$ cat src/rtl/pir_zone_alarm_ctrl.sv
// Multi-zone PIR alarm controller: per-zone sync/debounce, arming delay, latched
// zone LEDs, buzzer timeout, 3-digit 7-seg status. Optional macro: PIR_EVENT_COUNT_EN.
//
// state       | meaning
// ------------+-----------------------------------------------------------
// ST_OFF      | system disabled, all outputs cleared, display blank
// ST_ARMING   | exit delay running, detections ignored
// ST_ARMED    | watching all zones, first detection raises the alarm
// ST_ALARM    | buzzer on, detections latch into LED, timeout running
// ST_SILENCED | buzzer off after timeout, LEDs held, unlatched zone re-alarms
module pir_zone_alarm_ctrl #(
  parameter int NUM_ZONES         = 3,
  parameter int DEBOUNCE_CYC      = 4,
  parameter int ARM_DELAY_CYC     = 8,
  parameter int ALARM_TIMEOUT_CYC = 16
) (
  input  logic                 clk,
  input  logic                 rst,
  input  logic                 turn,
  input  logic                 stop_alarm,
  input  logic [NUM_ZONES-1:0] pir_sensor,
  output logic [NUM_ZONES-1:0] LED,
  output logic                 buzzer,
  output logic [20:0]          display_data
);

  localparam int TMR_MAX = (ARM_DELAY_CYC > ALARM_TIMEOUT_CYC) ? ARM_DELAY_CYC : ALARM_TIMEOUT_CYC;
  localparam int TW      = $clog2(TMR_MAX + 1);
  localparam int DW      = $clog2(DEBOUNCE_CYC + 1);
  localparam logic [TW-1:0] ARM_LOAD = TW'(ARM_DELAY_CYC - 1);
  localparam logic [TW-1:0] ALM_LOAD = TW'(ALARM_TIMEOUT_CYC - 1);

  typedef enum logic [2:0] {
    ST_OFF      = 3'd0,
    ST_ARMING   = 3'd1,
    ST_ARMED    = 3'd2,
    ST_ALARM    = 3'd3,
    ST_SILENCED = 3'd4
  } state_t;

  function automatic logic [6:0] seg7(input logic [3:0] v);
    case (v)
      4'd0:    seg7 = 7'b0111111;
      4'd1:    seg7 = 7'b0000110;
      4'd2:    seg7 = 7'b1011011;
      4'd3:    seg7 = 7'b1001111;
      4'd4:    seg7 = 7'b1100110;
      4'd5:    seg7 = 7'b1101101;
      4'd6:    seg7 = 7'b1111101;
      4'd7:    seg7 = 7'b0000111;
      4'd8:    seg7 = 7'b1111111;
      4'd9:    seg7 = 7'b1101111;
      default: seg7 = 7'b0000000;
    endcase
  endfunction

  function automatic logic [3:0] popcnt(input logic [NUM_ZONES-1:0] v);
    popcnt = '0;
    for (int i = 0; i < NUM_ZONES; i++) popcnt = popcnt + 4'(v[i]);
  endfunction

  function automatic logic [3:0] lowest(input logic [NUM_ZONES-1:0] v);
    lowest = '0;
    for (int i = NUM_ZONES - 1; i >= 0; i--) if (v[i]) lowest = 4'(i);
  endfunction

  logic [NUM_ZONES-1:0] sync_1, sync_2, det;
  logic [DW-1:0]        db_cnt [NUM_ZONES];

  // det is registered so the count reaching DEBOUNCE_CYC yields exactly one pulse
  always_ff @(posedge clk) begin
    if (rst) begin
      sync_1 <= '0;
      sync_2 <= '0;
      det    <= '0;
      for (int i = 0; i < NUM_ZONES; i++) db_cnt[i] <= '0;
    end else begin
      sync_1 <= pir_sensor;
      sync_2 <= sync_1;
      for (int i = 0; i < NUM_ZONES; i++) begin
        if (!sync_2[i])
          db_cnt[i] <= '0;
        else if (db_cnt[i] != DW'(DEBOUNCE_CYC))
          db_cnt[i] <= db_cnt[i] + DW'(1);
        det[i] <= sync_2[i] && (db_cnt[i] == DW'(DEBOUNCE_CYC - 1));
      end
    end
  end

  state_t               state, nxt_state;
  logic [TW-1:0]        timer, nxt_timer;
  logic [NUM_ZONES-1:0] nxt_led;
  logic [3:0]           first_zone, nxt_fz, dig1_val;
  logic [20:0]          nxt_disp;

  always_comb begin
    nxt_state = state;
    nxt_timer = timer;
    nxt_led   = LED;
    nxt_fz    = first_zone;
    if (!turn) begin
      nxt_state = ST_OFF;
      nxt_timer = '0;
      nxt_led   = '0;
      nxt_fz    = '0;
    end else begin
      case (state)
        ST_OFF: begin
          nxt_state = ST_ARMING;
          nxt_timer = ARM_LOAD;
        end
        ST_ARMING: begin
          if (timer == '0) nxt_state = ST_ARMED;
          else             nxt_timer = timer - TW'(1);
        end
        ST_ARMED: begin
          if (|det) begin
            nxt_state = ST_ALARM;
            nxt_led   = LED | det;
            nxt_timer = ALM_LOAD;
            nxt_fz    = lowest(det);
          end
        end
        ST_ALARM: begin
          if (stop_alarm) begin
            nxt_state = ST_ARMING;
            nxt_timer = ARM_LOAD;
            nxt_led   = '0;
            nxt_fz    = '0;
          end else if (|det) begin
            // a detection outranks the timeout; timer parks at zero until a quiet cycle
            nxt_led = LED | det;
            if (timer != '0) nxt_timer = timer - TW'(1);
          end else if (timer == '0) begin
            nxt_state = ST_SILENCED;
          end else begin
            nxt_timer = timer - TW'(1);
          end
        end
        ST_SILENCED: begin
          if (stop_alarm) begin
            nxt_state = ST_ARMING;
            nxt_timer = ARM_LOAD;
            nxt_led   = '0;
            nxt_fz    = '0;
          end else if (|(det & ~LED)) begin
            nxt_state = ST_ALARM;
            nxt_led   = LED | det;
            nxt_timer = ALM_LOAD;
          end
        end
        default: nxt_state = ST_OFF;
      endcase
    end
  end

`ifdef PIR_EVENT_COUNT_EN
  logic [3:0] evt_cnt, nxt_evt;

  always_comb begin
    nxt_evt = evt_cnt;
    if (nxt_state == ST_OFF)
      nxt_evt = '0;
    else if (nxt_state == ST_ALARM && state != ST_ALARM && evt_cnt != 4'd9)
      nxt_evt = evt_cnt + 4'd1;
  end

  always_ff @(posedge clk) begin
    if (rst) evt_cnt <= '0;
    else     evt_cnt <= nxt_evt;
  end

  assign dig1_val = nxt_evt;
`else
  assign dig1_val = popcnt(nxt_led);
`endif

  always_comb begin
    nxt_disp = '0;
    if (nxt_state != ST_OFF) begin
      nxt_disp[20:14] = seg7(4'(nxt_state));
      nxt_disp[13:7]  = seg7(dig1_val);
      if (nxt_state == ST_ALARM || nxt_state == ST_SILENCED)
        nxt_disp[6:0] = seg7(nxt_fz + 4'd1);
    end
  end

  always_ff @(posedge clk) begin
    if (rst) begin
      state        <= ST_OFF;
      timer        <= '0;
      LED          <= '0;
      buzzer       <= 1'b0;
      first_zone   <= '0;
      display_data <= '0;
    end else begin
      state        <= nxt_state;
      timer        <= nxt_timer;
      LED          <= nxt_led;
      buzzer       <= (nxt_state == ST_ALARM);
      first_zone   <= nxt_fz;
      display_data <= nxt_disp;
    end
  end

endmodule

$ cat config.mk
export PLATFORM = sky130hd
export DESIGN_NAME = pir_zone_alarm_ctrl
export DESIGN_NICKNAME = d
export VERILOG_FILES = /design/src/rtl/pir_zone_alarm_ctrl.sv
export SDC_FILE = /design/constraint.sdc
export NUM_CORES = 1
export LEC_CHECK = 0
export BUFFER_PORTS_ARGS = -buffer_cell sky130_fd_sc_hd__buf_2
export CAP_MARGIN = 5
export CORE_ASPECT_RATIO = 1.75
export CORE_MARGIN = 2
export CORE_UTILIZATION = 55
export CTS_CLUSTER_DIAMETER = 50
export DETAILED_ROUTE_END_ITERATION = 8
export HOLD_SLACK_MARGIN = 0.05
export PLACE_DENSITY_LB_ADDON = 0.2
export RECOVER_POWER = 50
export SETUP_SLACK_MARGIN = 0.3
export SYNTH_ARGS = -nofsm -noshare
export SYNTH_HDL_FRONTEND = slang
export SYNTH_SLANG_ARGS = --single-unit
$ cat constraint.sdc
create_clock -name clk -period 3.7 [get_ports clk]
set_clock_uncertainty 0.1 [all_clocks]
set_input_delay 0.37 -clock clk [delete_from_list [all_inputs] [get_ports clk]]
set_output_delay 0.37 -clock clk [all_outputs]
set_load 0.02 [all_outputs]
==> results of run 1 <==
## cells in the final DEF, fill, tap and decap left out, types with 2 or more instances in the layout
cell      instances
dfxtp_1          43
nor2_1           29
ha_1             24
nand2_1          22
clkbuf_1         21
inv_1            19
a21oi_1          18
o21ai_0          15
nor2b_1          14
nand3_1          12
nand2b_1         10
buf_2            10
edfxtp_1          9
nor3_1            8
clkbuf_8          5
a21o_1            4
nand4_1           4
a21oi_2           4
and2_1            3
mux2i_1           3
a22oi_1           3
and3_1            3
inv_2             2
nor4b_2           2
and2_0            2
a31oi_1           2
a211oi_1          2
dfxtp_2           2
## power by group through the flow
stage	clock (mW)	combinational, mW	sequential, mW
floorplan	0	0.0741	0.644
global placement	0	0.109	0.635
detailed placement	0	0.110	0.636
CTS	0.417	0.112	0.623
global route	0.441	0.121	0.626
finish	0.411	0.108	0.623
## worst paths after layout
| path | start | to | slack (ns) |
|---|---|---|---|
| max | state[0] | display_data[1] | 0.67 |
| min | pir_sensor[2] | sync_1[2] | 0.16 |
| max reg2reg | state[0] | display_data[1] | 0.67 |
| min reg2reg | sync_1[2] | sync_2[2] | 0.35 |
## cell type report
class	instances	area [um2]
clock buffers	5	68.82
clock inverters	3	47.55
fillers	432	1881
inverters	23	90.09
multi-input cells	208	1470
flip-flops and latches	54	1174
well taps	54	67.56
repair buffers	32	136.4
## cells in the mapped netlist, types with 2 or more instances
master	number
a211oi_1	2
a21o_1	4
a21oi_1	18
a21oi_2	4
a22oi_1	3
a31oi_1	2
and2_1	5
and3_1	3
clkbuf_1	5
dfxtp_1	45
edfxtp_1	9
ha_1	24
inv_1	19
inv_2	2
mux2i_1	3
nand2_1	22
nand2b_1	10
nand3_1	12
nand4_1	4
nor2_1	29
nor2b_1	14
nor3_1	8
nor4b_2	2
o21ai_0	15
## worst max-delay path: cells and delay by family (launching register included)
| family | cells | cell delay (ns) |
|---|---|---|
| AO/OA/AOI/OAI | 4 | 1.15 |
| adder cells (fa/ha/maj) | 2 | 0.50 |
| buffers and inverters | 1 | 0.17 |
| flip-flops | 1 | 0.52 |
| AND/OR/NAND/NOR | 3 | 0.49 |
## state kept, by name, summed over array words and instances, names as in the netlist
signal,count
display_data,20
db_cnt,9
timer,5
first_zone,4
LED,3
det,3
state,3
sync_1,3
sync_2,3
buzzer,1
## layer usage
| metal | global-route usage | part of all wire | vias up |
|---|---|---|---|
| met3 | 0.03444 | 0.034 | 9 |
| met1 | 0.2059 | 0.40 | 992 |
| met5 | 0 | 0 | - |
| li1 | - | - | 1070 |
| met4 | 0.08945 | 0.018 | 0 |
| met2 | 0.3628 | 0.55 | 38 |
## repair_timing
item	4_1_cts	5_1_grt
setup endpoints to repair	0	2
setup buffers	0	0
gates resized for setup	0	3
## stage by stage
| stage | area (um2) | worst slack [ns] | total power, mW |
|---|---|---|---|
| 2_1_floorplan | 2774 | 0.7951 | 0.7186 |
| 3_3_place_gp | 2958 | 0.5850 | 0.7444 |
| 3_5_place_dp | 2958 | 0.5152 | 0.7468 |
| 4_1_cts | 3074 | 0.4785 | 1.152 |
| 5_1_grt | 3054 | 0.3732 | 1.189 |
| 6_report | 3054 | 0.6696 | 1.142 |
## kinds of logic after synthesis
kind of cell | Yosys count | synth area share
AO/OA/AOI/OAI | 61 | 0.1610
buffers and inverters | 32 | 0.04917
AND/OR/NAND/NOR | 119 | 0.2413
multiplexers | 3 | 0.01083
flip-flops | 54 | 0.4222
adder cells (fa/ha/maj) | 25 | 0.1155
==> parameters.txt, run 1 <==
Parameter                              Value

Critical path
  Largest stage delay, worst path    between 0.5 and 0.6 ns
  Maximum fanout along the worst path    12
  Crit path top cell by count    ha_1
  Endpoint type of the worst setup path    flop
  Critical path arrival    ~3.2 ns
  Critical Path RT    approximately 3.8 ns
  Slowest cell on the critical path    dfxtp_2
  Crit path launch type    flop
  Worst reg2reg path depth    10
  Critical path start-end classification    reg2reg
  Worst path cell trace    nor4bb_4 -> a311oi_4 -> o221ai_4 -> inv_4 -> ha_1 -> ha_1 -> nor2_1 -> nand4_1 -> o2bb2ai_1 -> a211oi_1

Synthesis
  Async set-reset flop share out of synthesis    0
  Number of storage elements in the synthesis netlist    54
  Cell area after technology mapping    2774 um2
  Biggest area contributors in the synthesized netlist    dfxtp_1 32%, ha_1 11%, edfxtp_1 9.7%
  Count of mapped cells out of synthesis    294
  Sequential share of the synthesized area    0.4222
  Cell type with the highest aggregate area in the netlist    dfxtp_1
  Average cell area after synthesis    9.435 um2
  Net Count, Synth    ~330
  Leading register cell type out of synthesis    dfxtp_1
  Yosys warning total    0
  Number of distinct library cells after synthesis    54
  EDFF count, synth    9
  Top cell type's share of synthesized area    0.3248

Outcome
  Status    finished, final reports clean

Clock network
  CTS max path bufs    2
  Library cell used as clock root buffer    clkbuf_8
  Hold buffers post-CTS    0
  Clock transition at the registers of the reported paths    0.10 ns
  TritonCTS buffer count    5
  Clk Latency, worst-skew pair    0.31 ns
  TritonCTS clock tree    built
  CTS sink count    54
  CTS H-tree depth    2

Power
  Leakage    1.243 nW
  Clock Power Share    0.359
  Switching share of total power    0.2509
  Internal power    855.6 uW
  IR Drop Worst-Case VDD    0.3364 mV
  Combinational Power Share    0.095
  Net Sw Power    286.6 uW
  Part of the total power dissipated in sequential elements    0.546
  Power density over cell area    374.0 nW/um2

GRT
  Global-route congestion overflow total    0
  Initial antenna violation count    0
  Maximum number of pins on one net before global-route repair    23
  Number of global-route vias before repair    2081
  GRT Overall Usage    0.1961
  First-pass GRT wire length    8.880 mm

Placed design
  Port buffer count    31
  Half-perimeter wire length of the detailed placement result    3.945 mm
  Routability cong.    0.8418
  Cell count after placement    371

Run
  Max_cap viols    0

Route
  Iteration-0 DRC Markers    72
  Per-cell via count in the routed design    5.565
  Final WL    between 5 and 6 mm
  Number of vias in the routed layout    2109
  Routed wirelength normalized by instance count    13.83 um
  Pre-Repair DR Iteration Count    4
  DRC viols    0
  Antenna Violating Nets Remaining    0

STA
  Max frequency    0.3300 GHz
  Final hold slack    0.1648 ns
  Final critical-path share of the clock period    0.8190
  RSZ-0062 raised after global routing    no
  Tightest slew margin relative to the limit    0.3998
  Measured slew at the worst slew-check pin    roughly 0.90 ns
  Time the final worst path needs with I/O delays and setup    3.030 ns
  Number of failing setup endpoints in the final timing report    0
  Count of pins over their slew limit    0
  Final hold viol count    0
  Setup Total Neg Slack    0 ns

Cells and area
  Final cell count without fillers    379
  Diode count    0
  Area growth, synth to finish    10.10%
  Post-Route Utilization    0.6189
  Net total in the final layout    356
  Ratio of cells with drive above 1 in the final layout    0.1323

Die
  Core box area    4935 um2
  Num ports    32
  Die area    5650 um2
  Die height    between 90 and 100 um
  Die boundary width    between 50 and 60 um
  Effective utilization at floorplan    0.5621
  Number of standard-cell rows in the floorplan    34

Worst hold path
  Hold/Removal Path Class    in2reg
  Instance count along the most critical hold path    2
Note: power is estimated with default switching activity, not from simulation.
==> inputs of run 2 (changes only) <==
clock period = 2.9 ns   (was 3.7 ns; I/O delays follow)
==> run 2 against run 1 <==
Net effect: sequential cell count unchanged; via count increased by 3.6%; cell area increased by 7.9%.
==> parameters.txt, run 2 (synthesized netlist as in run 1, its figures left out) <==
Parameter                              Value

STA
  Max frequency    a little over 0.4 GHz
  Final hold slack    0.08480 ns
  Min setup slack post-route    0.4322 ns
  Tightest slew margin relative to the limit    0.3916
  Final hold viol count    0
  Number of failing setup endpoints in the final timing report    0
  Measured slew at the worst slew-check pin    0.9126 ns
  Time the final worst path needs with I/O delays and setup    about 2.5 ns
  RSZ-0062 raised after global routing    no
  Count of pins over their slew limit    0
  Setup Total Neg Slack    0 ns
  Final critical-path share of the clock period    0.8510

Cells and area
  Final Cell Area    3296 um2
  Net total in the final layout    378
  Ratio of cells with drive above 1 in the final layout    0.2248
  Area growth, synth to finish    18.81%
  Diode count    0
  Top Registers    display_data (20), db_cnt (9), timer (5)
  Register with the most flip-flops    display_data
  Most common cell after layout, fill and taps aside    dfxtp_1
  Commonest cells after routing, fill and taps aside    40 x dfxtp_1, 28 x nor2_1, 25 x clkbuf_1, 22 x buf_4, 20 x nand2_1
  Flip-flop count of the largest register, all copies and words added    20
  Final cell count without fillers    between 400 and 500
  Filler Cells Inserted    405

Route
  Routed wirelength normalized by instance count    approximately 13 um
  Antenna Violating Nets Remaining    0
  Iteration-0 DRC Markers    between 60 and 70
  Per-cell via count in the routed design    5.449
  DRC viols    0
  Final WL    5.352 mm
  Pre-Repair DR Iteration Count    4
  Number of vias in the routed layout    2185

GRT
  Number of global-route vias before repair    2080
  Initial antenna violation count    0
  GRT Overall Usage    0.1942
  Met2 routing resource usage after global routing    0.3418
  Global-route congestion overflow total    0
  Met3 GRT Util    0.03841
  Met1 layer usage reported by global route    0.2125
  First-pass GRT wire length    8.700 mm
  Maximum number of pins on one net before global-route repair    23
  Most Used Layer, Global Route    met2

Critical path
  Register-to-Register Setup Slack    0.43 ns
  Buf/Inv on CP    5
  Critical Path RT    around 3.1 ns
  Maximum fanout along the worst path    7
  Critical path depth in cells    15
  Endpoint of the most critical setup path    display_data[4]
  Crit path launch type    flop
  Worst reg2reg startpoint    timer[1]
  Endpoint type of the worst setup path    flop
  Largest stage delay, worst path    0.34 ns
  Start point of the critical path    timer[1]
  Critical path arrival    2.61 ns
  Critical path start-end classification    reg2reg
  Reg-to-reg endpoint    display_data[4]
  Slowest cell on the critical path    dfxtp_2
  Worst reg2reg path depth    15
  CP top delay family    buffers and inverters
  Worst path cell trace    inv_1 -> ha_2 -> nor4b_4 -> buf_4 -> a21oi_1 -> nor2_1 -> o31ai_1 -> a21o_1 -> buf_4 -> inv_4 -> ha_4 -> nand3b_1 -> a21o_1 -> buf_12 -> nor3_2

Die
  Effective utilization at floorplan    0.5621
  Num ports    32
  Die height    between 90 and 100 um
  Number of standard-cell rows in the floorplan    34
  Core box area    4935 um2
  Die area    5650 um2
  Die boundary width    57.69 um

Power
  Net Sw Power    367.5 uW
  Part of the total power dissipated in sequential elements    0.569
  Power density over cell area    around 420 nW/um2
  IR Drop Worst-Case VDD    0.3842 mV
  Switching share of total power    0.2634
  Clock Power Share    0.308
  Leakage    1.331 nW
  Internal power    1.028 mW
  Combinational Power Share    0.123

Clock network
  CTS H-tree depth    2
  Hold buffers post-CTS    0
  CTS max path bufs    2
  TritonCTS clock tree    built
  Clock transition at the registers of the reported paths    0.10 ns
  Library cell used as clock root buffer    clkbuf_8
  Clk Latency, worst-skew pair    a little over 0.3 ns
  CTS sink count    54
  TritonCTS buffer count    5

Run
  Max_cap viols    0

Placed design
  Port buffer count    31
  Routability cong.    approximately 0.93
  Post-detailed-placement cell area    3075 um2
  Cell count after placement    381
  Worst-case setup slack after placement    slightly above 0.08 ns
  Half-perimeter wire length of the detailed placement result    3.879 mm

Outcome
  Status    finished, final reports clean

Worst hold path
  Hold/Removal Path Class    in2reg
-- run 2: changes by cell type in the layout (fill, tap and decap cells not counted), moves of 3 or more --
cell,change
clkbuf_1,+4
buf_2,-4
dfxtp_1,-3
buf_4,+21
dfxtp_4,+3
ha_1,-5
ha_2,+3
inv_1,-3
-- run 2: how the worst min path moves through the flow --
stage	cells after the start	slack, ns	to	start
after floorplan	1	0.31	sync_2[0]	sync_1[0]
after global placement	1	0.32	sync_2[2]	sync_1[2]
after detailed placement	1	0.32	sync_2[2]	sync_1[2]
after CTS	2	0.08	sync_1[1]	pir_sensor[1]
after global routing	2	0.11	sync_1[0]	pir_sensor[0]
final	2	0.08	sync_1[0]	pir_sensor[0]
-- run 2: repair_timing --
| item | 4_1_cts | 5_1_grt |
|---|---|---|
| pin swaps | 3 | 5 |
| buffers inserted | 4 | 8 |
| gates resized for setup | 2 | 18 |
| endpoints found under the setup margin | 7 | 7 |
| cloned | 0 | 0 |
-- run 2: power by group through the flow --
| stage | logic [mW] | registers (mW) | clock network, mW |
|---|---|---|---|
| global placement | 0.148 | 0.811 | 0 |
| CTS | 0.154 | 0.795 | 0.444 |
| floorplan | 0.0954 | 0.822 | 0 |
| global route | 0.190 | 0.796 | 0.475 |
| detailed placement | 0.150 | 0.811 | 0 |
| finish | 0.171 | 0.794 | 0.430 |
-- run 2: layer usage --
layer / wire length (um) / share of wire / up-vias
met5: 0 / 0 / -
met4: 107 / 0.020 / 0
met3: 185 / 0.035 / 9
met2: 2904 / 0.54 / 40
met1: 2154 / 0.40 / 1023
li1: - / - / 1113
-- run 2: metrics by stage --
stage	util	power [mW]
after global routing	0.6679	1.461
after floorplan	-	0.9179
final	0.6679	1.395
after detailed placement	0.6232	0.9615
after CTS	0.6483	1.393
after global placement	0.6232	0.9591
-- run 2: cell type report --
| class | instances | area [um2] | share of cell area |
|---|---|---|---|
| Timing Repair Buffer | 54 | 309.0 | 0.09377 |
| Tap cell | 54 | 67.56 | 0.02050 |
| Clock buffer | 5 | 68.82 | 0.02088 |
| Inverter | 23 | 92.59 | 0.02809 |
| Clock inverter | 3 | 22.52 | 0.006834 |
| Multi-Input combinational cell | 208 | 1550 | 0.4704 |
| Sequential cell | 54 | 1185 | 0.3595 |
